==> src/rtl/ps2_frame_receiver_if.sv <==
// Consumer-side bundle of ps2_frame_receiver.
// Carries the scan-code FIFO head, the ready flag and the active-low pop strobe.
// It also carries the sticky overflow flag and the rejected-frame counter.
// The receiver uses the master modport; the scan-code consumer uses the slave modport.
interface ps2_frame_receiver_if;
    logic       nextdata_n;
    logic [7:0] data;
    logic       ready;
    logic       overflow;
    logic [7:0] err_count;

    modport master (
        input  nextdata_n,
        output data,
        output ready,
        output overflow,
        output err_count
    );

    modport slave (
        output nextdata_n,
        input  data,
        input  ready,
        input  overflow,
        input  err_count
    );
endinterface

==> src/rtl/ps2_frame_receiver.sv <==
// PS/2 keyboard frame receiver with a scan-code FIFO.
// The raw ps2_clk/ps2_data lines are synchronised into clk.
// Each 11-bit frame is deserialised: start, d0..d7, odd parity, stop.
// Frames with a good stop bit are buffered for the downstream consumer.
// Optional macro PS2_PARITY_CHECK_EN enables two things:
//   - odd-parity checking of each frame;
//   - a saturating counter of rejected frames on err_count.
module ps2_frame_receiver #(
    parameter int FIFO_DEPTH  = 8,
    parameter int TIMEOUT_CYC = 100000
) (
    input  logic clk,
    input  logic clrn,
    input  logic ps2_clk,
    input  logic ps2_data,
    ps2_frame_receiver_if.master bus
);
    localparam int AW = $clog2(FIFO_DEPTH);
    localparam int TW = $clog2(TIMEOUT_CYC + 1);
    localparam logic [TW-1:0] TMO_LAST = TW'(TIMEOUT_CYC - 1);

    typedef enum logic [1:0] {IDLE, RECV, CHECK} state_t;

    state_t        state, state_next;
    logic [2:0]    clk_sync;
    logic [1:0]    data_sync;
    logic          ps2_edge;
    logic          bit_in;
    logic [9:0]    shreg;
    logic [3:0]    bitcnt;
    logic [TW-1:0] tcnt;
    logic          start_frame, shift_en, check_frame, tmo_clr, tmo_inc;
    logic          frame_ok;
    logic          push_valid;
    logic [7:0]    push_byte;

    logic [7:0]    mem [FIFO_DEPTH];
    logic [AW:0]   wptr, rptr, wptr_n, rptr_n;
    logic          full, pop, do_push;
    logic [7:0]    data_r;
    logic          ready_r, overflow_r;

    // The falling edge is seen once s2 is still high and s1 has dropped.
    // Data runs two stages deep so that it lines up with s1.
    assign ps2_edge = clk_sync[2] & ~clk_sync[1];
    assign bit_in   = data_sync[1];

    // Synchronise both PS/2 lines into the system clock domain.
    always_ff @(posedge clk or negedge clrn) begin
        if (!clrn) begin
            clk_sync  <= '0;
            data_sync <= '0;
        end else begin
            clk_sync  <= {clk_sync[1:0], ps2_clk};
            data_sync <= {data_sync[0], ps2_data};
        end
    end

    // Frame FSM state register.
    always_ff @(posedge clk or negedge clrn) begin
        if (!clrn) state <= IDLE;
        else       state <= state_next;
    end

    // Frame FSM next-state and control strobes.
    always_comb begin
        state_next  = state;
        start_frame = 1'b0;
        shift_en    = 1'b0;
        check_frame = 1'b0;
        tmo_clr     = 1'b1;
        tmo_inc     = 1'b0;
        case (state)
            IDLE: begin
                if (ps2_edge && !bit_in) begin
                    start_frame = 1'b1;
                    state_next  = RECV;
                end
            end
            RECV: begin
                tmo_clr = ps2_edge;
                tmo_inc = !ps2_edge;
                if (ps2_edge) begin
                    shift_en = 1'b1;
                    if (bitcnt == 4'd10) state_next = CHECK;
                end else if (tcnt == TMO_LAST) begin
                    state_next = IDLE;
                end
            end
            CHECK: begin
                check_frame = 1'b1;
                state_next  = IDLE;
            end
            default: state_next = IDLE;
        endcase
    end

    // Shift data bits in LSB first; the start bit itself is not kept.
    // The bit counter and the mid-frame idle counter also live here.
    always_ff @(posedge clk or negedge clrn) begin
        if (!clrn) begin
            shreg  <= '0;
            bitcnt <= '0;
            tcnt   <= '0;
        end else begin
            if (start_frame)   bitcnt <= 4'd1;
            else if (shift_en) bitcnt <= bitcnt + 4'd1;
            if (shift_en) shreg <= {bit_in, shreg[9:1]};
            if (tmo_clr)      tcnt <= '0;
            else if (tmo_inc) tcnt <= tcnt + 1'b1;
        end
    end

`ifdef PS2_PARITY_CHECK_EN
    logic [7:0] err_cnt;

    // Odd parity: d0..d7 XOR the parity bit must come out as 1.
    assign frame_ok = shreg[9] & (^shreg[8:0]);

    // Count rejected frames, saturating at 255.
    always_ff @(posedge clk or negedge clrn) begin
        if (!clrn)                                      err_cnt <= '0;
        else if (check_frame && !frame_ok && err_cnt != 8'hFF) err_cnt <= err_cnt + 8'd1;
    end

    assign bus.err_count = err_cnt;
`else
    assign frame_ok      = shreg[9];
    assign bus.err_count = 8'h00;
`endif

    // Register an accepted byte for one write cycle ahead of the FIFO.
    always_ff @(posedge clk or negedge clrn) begin
        if (!clrn) begin
            push_valid <= 1'b0;
            push_byte  <= '0;
        end else begin
            push_valid <= check_frame & frame_ok;
            push_byte  <= shreg[7:0];
        end
    end

    // ready always mirrors "pointers differ", so it alone qualifies a pop.
    // A push into a full FIFO still lands if a pop frees a slot the same cycle.
    assign full    = (wptr[AW] != rptr[AW]) && (wptr[AW-1:0] == rptr[AW-1:0]);
    assign pop     = ~bus.nextdata_n & ready_r;
    assign do_push = push_valid & (~full | pop);
    assign wptr_n  = wptr + {{AW{1'b0}}, do_push};
    assign rptr_n  = rptr + {{AW{1'b0}}, pop};

    // FIFO storage array; contents need no reset.
    always_ff @(posedge clk) begin
        if (do_push) mem[wptr[AW-1:0]] <= push_byte;
    end

    // Pointers, the registered head byte and the flags.
    // The head is looked ahead from the next pointers, so data follows a pop immediately.
    // When the head slot is being written this cycle, the byte is forwarded.
    always_ff @(posedge clk or negedge clrn) begin
        if (!clrn) begin
            wptr       <= '0;
            rptr       <= '0;
            data_r     <= '0;
            ready_r    <= 1'b0;
            overflow_r <= 1'b0;
        end else begin
            wptr    <= wptr_n;
            rptr    <= rptr_n;
            ready_r <= (wptr_n != rptr_n);
            if (wptr_n != rptr_n) begin
                if (do_push && rptr_n == wptr) data_r <= push_byte;
                else                           data_r <= mem[rptr_n[AW-1:0]];
            end
            if (push_valid && full && !pop) overflow_r <= 1'b1;
        end
    end

    assign bus.data     = data_r;
    assign bus.ready    = ready_r;
    assign bus.overflow = overflow_r;
endmodule

==> src/flat_wrapper.sv <==
// flat-port wrapper written by rule: the top's interface ports become plain ports
module ps2_frame_receiver_flat 
#(
    parameter int FIFO_DEPTH  = 8,
    parameter int TIMEOUT_CYC = 100000
)
  (clk, clrn, ps2_clk, ps2_data, bus_nextdata_n, bus_data, bus_ready, bus_overflow, bus_err_count);
  ps2_frame_receiver_if bus_i ();
  input  logic clk;
  input  logic clrn;
  input  logic ps2_clk;
  input  logic ps2_data;
  input wire logic [$bits(bus_i.nextdata_n)-1:0] bus_nextdata_n;
  output wire logic [$bits(bus_i.data)-1:0] bus_data;
  output wire logic [$bits(bus_i.ready)-1:0] bus_ready;
  output wire logic [$bits(bus_i.overflow)-1:0] bus_overflow;
  output wire logic [$bits(bus_i.err_count)-1:0] bus_err_count;
  assign bus_i.nextdata_n = bus_nextdata_n;
  assign bus_data = bus_i.data;
  assign bus_ready = bus_i.ready;
  assign bus_overflow = bus_i.overflow;
  assign bus_err_count = bus_i.err_count;
  ps2_frame_receiver #(.FIFO_DEPTH(FIFO_DEPTH), .TIMEOUT_CYC(TIMEOUT_CYC)) u_core (.clk(clk), .clrn(clrn), .ps2_clk(ps2_clk), .ps2_data(ps2_data), .bus(bus_i));
endmodule
==> config.mk <==
export PLATFORM = sky130hd
export DESIGN_NAME = ps2_frame_receiver_flat
export DESIGN_NICKNAME = d
export VERILOG_FILES = /design/src/rtl/ps2_frame_receiver_if.sv /design/src/rtl/ps2_frame_receiver.sv /design/src/flat_wrapper.sv
export SDC_FILE = /design/constraint.sdc
export NUM_CORES = 1
export LEC_CHECK = 0
export ABC_CLOCK_PERIOD_IN_PS = 4300
export BUFFER_PORTS_ARGS = -buffer_cell sky130_fd_sc_hd__buf_2
export CAP_MARGIN = 30
export CORE_AREA = 2 2 103 105
export CTS_CLUSTER_DIAMETER = 80
export DETAILED_ROUTE_END_ITERATION = 6
export DIE_AREA = 0 0 105 107
export PLACE_DENSITY_LB_ADDON = 0.2
export RECOVER_POWER = 50
export SLEW_MARGIN = 20
export SYNTH_ARGS = -nofsm -noshare
export SYNTH_HDL_FRONTEND = slang
export SYNTH_SLANG_ARGS = --single-unit
==> constraint.sdc <==
create_clock -name clk -period 4.3 [get_ports clk]
set_clock_uncertainty 0.05 [all_clocks]
set_input_delay 0.645 -clock clk [delete_from_list [all_inputs] [get_ports clk]]
set_output_delay 0.645 -clock clk [all_outputs]
set_load 0.01 [all_outputs]
==> results.py <==
metrics = {
    "sta": {
        "finalHoldViolCount": 0,
        "max-slew-margin-rel": -0.209,
        "setup-tns-final_ns": 0,
        "period_share": 0.872,
        "min_period_ns": 3.75,
        "fmax_ghz": 0.267,
        "rsz0062_at_grt": "no",
        "tightestPinTransition_ns": 1.81,
        "drv_slew": 36,
        "hold-worst-slack_ns": 0.181,
        "setup_violations": 0,
        "timing.final.ws_setup_ns": 0.551,
    },
    "clock_network": {
        "clkSinkCount": 129,
        "cts_setup_buffers": 0,
        "cts_buffer_depth": 2,
        "cts_tree": "built",
        "hold_buffers": 0,
        "clk_pin_slew_ns": 0.06,
        "cts-root-buf": "clkbuf_8",
        "clkLatencyLatePin_ns": 0.52,
        "cts_buffers": 17,
        "post_cts_resized": 0,
        "h-tree-depth": 4,
    },
    "global_route": {
        "antenna_found_initial": 0,
        "grt_pass1_vias": 2843,
        "track_usage": 0.180,
        "grt_max_degree": 44,
        "grt_pass1_wl_mm": 14.7,
        "overflow": 0,
    },
    "drt": {
        "ant_nets": 0,
        "avgRoutedWirePerCell_um": 17.4,
        "via_per_inst": 5.32,
        "drc_errors": 0,
        "dr.first_iter.drc_count": 149,
        "wl_mm": 9.29,
        "vias": 2847,
        "dr.pass1.iters": 4,
    },
    "power_and_ir_drop": {
        "internal-power_mw": 3.14,
        "p_leak_nw": 2.55,
        "clkPwrFrac": 0.334,
        "switching_share": 0.277,
        "pwr-share-seq": 0.405,
        "irDropWorstVdd_uv": 375,
        "power.switching_mw": 1.20,
        "p_per_area_nw_per_um2": 694,
        "combPwrFrac": 0.261,
    },
    "yosys": {
        "async_flop_share": 0.504,
        "netlist_instances": 354,
        "syn-cell-area_um2": 5450,
        "synth_edf_count": 64,
        "synth_area_per_cell_um2": 15.4,
        "ys_seq_area_frac": 0.651,
        "synth_seq_cells": 129,
        "synth.distinct_cells": 40,
        "ys.flop_type": "dfrtp_1",
        "synth_warnings": 0,
    },
    "layout": {
        "multiInputGateArea_um2": 1760,
        "final_common_cell": "dfrtp_1",
        "drive_gt1_frac": 0.233,
        "n_antenna_cell": 0,
        "nNetsFinal": 398,
        "final_cell_mix": "dfrtp_1 (65), edfxtp_1 (64), nand2_1 (40)",
        "syn_to_final_growth_pct": 14.8,
        "regArea_um2": 3550,
        "fillers": 786,
        "design_area_um2": 6250,
    },
    "place": {
        "gp_congestion": 0.743,
        "placed_area_um2": 5630,
        "hpwl_mm": 5.77,
        "place_ws_ns": 0.242,
        "io_buffers": 14,
    },
    "critical_path": {
        "critical_path.max_fanout": 10,
        "worstRegToRegCells": 10,
        "critPathCaptureType": "flop",
        "arrival_ns": 4.09,
        "rrSetupSlack_ns": 0.55,
        "cp_data_required_time_ns": 4.64,
        "cp-start-kind": "flop",
        "path_class": "reg2reg",
    },
    "die": {
        "rows": 37,
        "pin_count": 23,
        "die_x_um": 105,
        "dieArea_um2": 11200,
        "core_um2": 10100,
        "initial_utilization": 0.540,
        "die_y_um": 107,
    },
    "hold_path": {
        "hold_class": "in2reg",
        "min_path_cells": 1,
    },
    "run_status": {
        "failed_checks": "max-capacitance violations, max-slew violations",
        "status": "finished, violations left",
    },
    "job": {
        "cap_violations": 1,
    },
}
==> path summary, 6_finish.rpt <==
kind / from / end
max in group asynchronous: clrn / u_core.push_byte[2]$_DFF_PN0_
setup / recovery: u_core.wptr[0]$_DFF_PN0_ / u_core.bus.data[6]$_DFFE_PN0P_
hold reg to reg: u_core.data_sync[0]$_DFF_PN0_ / u_core.data_sync[1]$_DFF_PN0_
hold / removal: ps2_clk / u_core.clk_sync[0]$_DFF_PN0_
setup reg to reg: u_core.wptr[0]$_DFF_PN0_ / u_core.bus.data[6]$_DFFE_PN0P_
min in group asynchronous: clrn / u_core.tcnt[8]$_DFFE_PN0P_
==> metal layers <==
metal	share of wire	up-vias	global-route usage
li1	-	1325	-
met1	0.43	1450	0.222
met2	0.52	60	0.307
met3	0.034	12	0.0450
met4	0.012	0	0.0714
met5	0	-	0
==> per-stage QoR <==
step | power [mW] | std cells | util
2_1_floorplan | 2.69 | 361 | -
3_3_place_gp | 2.89 | 500 | 0.558
3_5_place_dp | 2.93 | 500 | 0.558
4_1_cts | 4.39 | 532 | 0.618
5_1_grt | 4.56 | 535 | 0.620
6_report | 4.34 | 535 | 0.620
==> layout make-up <==
class,instances,share of cell area
clock buffer,18,0.0668
multi-input combinational,208,0.282
timing repair buffer,25,0.0234
inverter,5,0.00300
clock inverter,14,0.0302
tap,136,0.0272
sequential,129,0.568
==> Yosys cell counts, types with 2 or more instances <==
cell type  instances  area (um2)
clkbuf_1           4        15.0
dfrtp_1           65        1630
o21ai_0            3        15.0
nor3b_1            2        15.0
and3_1             4        25.0
xnor2_1           16         140
nand4_1            5        31.3
mux2_4             8         120
nor4_1             4        25.0
mux4_2             8         180
xor2_1            15         131
buf_4              8        60.1
nor3_1             5        25.0
edfxtp_1          64        1920
nor4b_1            3        26.3
nor2b_1            2        12.5
ha_1               7        87.6
nor2_1            29         109
nand2_1           40         150
buf_6              3        33.8
nand3_1           11        55.1
clkbuf_8           3        41.3
inv_1              5        18.8
mux2_2            16         180
or4_1              2        15.0
mux4_1             8         210
==> registers in the layout, summed over array words and instances (netlist names), 2 cells and up <==
signal / cells
u_core.push_byte: 8
u_core.bitcnt: 4
u_core.clk_sync: 3
u_core.rptr: 4
u_core.shreg: 10
u_core.tcnt: 17
u_core.mem: 64
u_core.state: 2
u_core.data_sync: 2
u_core.bus.data: 8
u_core.wptr: 4
==> power by group through the flow <==
stage / logic, mW / clock network (mW) / registers, mW
after detailed placement: 1.14 / 0 / 1.78
after floorplan: 0.950 / 0 / 1.74
after global routing: 1.24 / 1.53 / 1.79
final: 1.13 / 1.45 / 1.76
after global placement: 1.12 / 0 / 1.77
after CTS: 1.15 / 1.48 / 1.76
==> worst max-delay path: stages, from the launching register on <==
cell and delay [ns]:
dfrtp_1 0.59, xnor2_1 0.17, nand3_1 0.16, o21ai_0 0.53, inv_1 0.13, ha_1 0.23
ha_1 0.19, xor2_1 0.16, xor2_1 0.16, or4_1 0.84, mux2_4 0.41
==> cell families after synthesis <==
kind of cell | after synthesis | synth area share
xor gates and xnor gates | 34 | 0.0618
AOI/OAI and AO/OA | 6 | 0.00988
muxes | 40 | 0.127
and+or+nand+nor | 113 | 0.0997
buffers and inverters | 24 | 0.0338
adders and majority gates | 7 | 0.0161
DFF | 129 | 0.651
other | 1 | 0.000688
(Power assumes the default switching activity.)
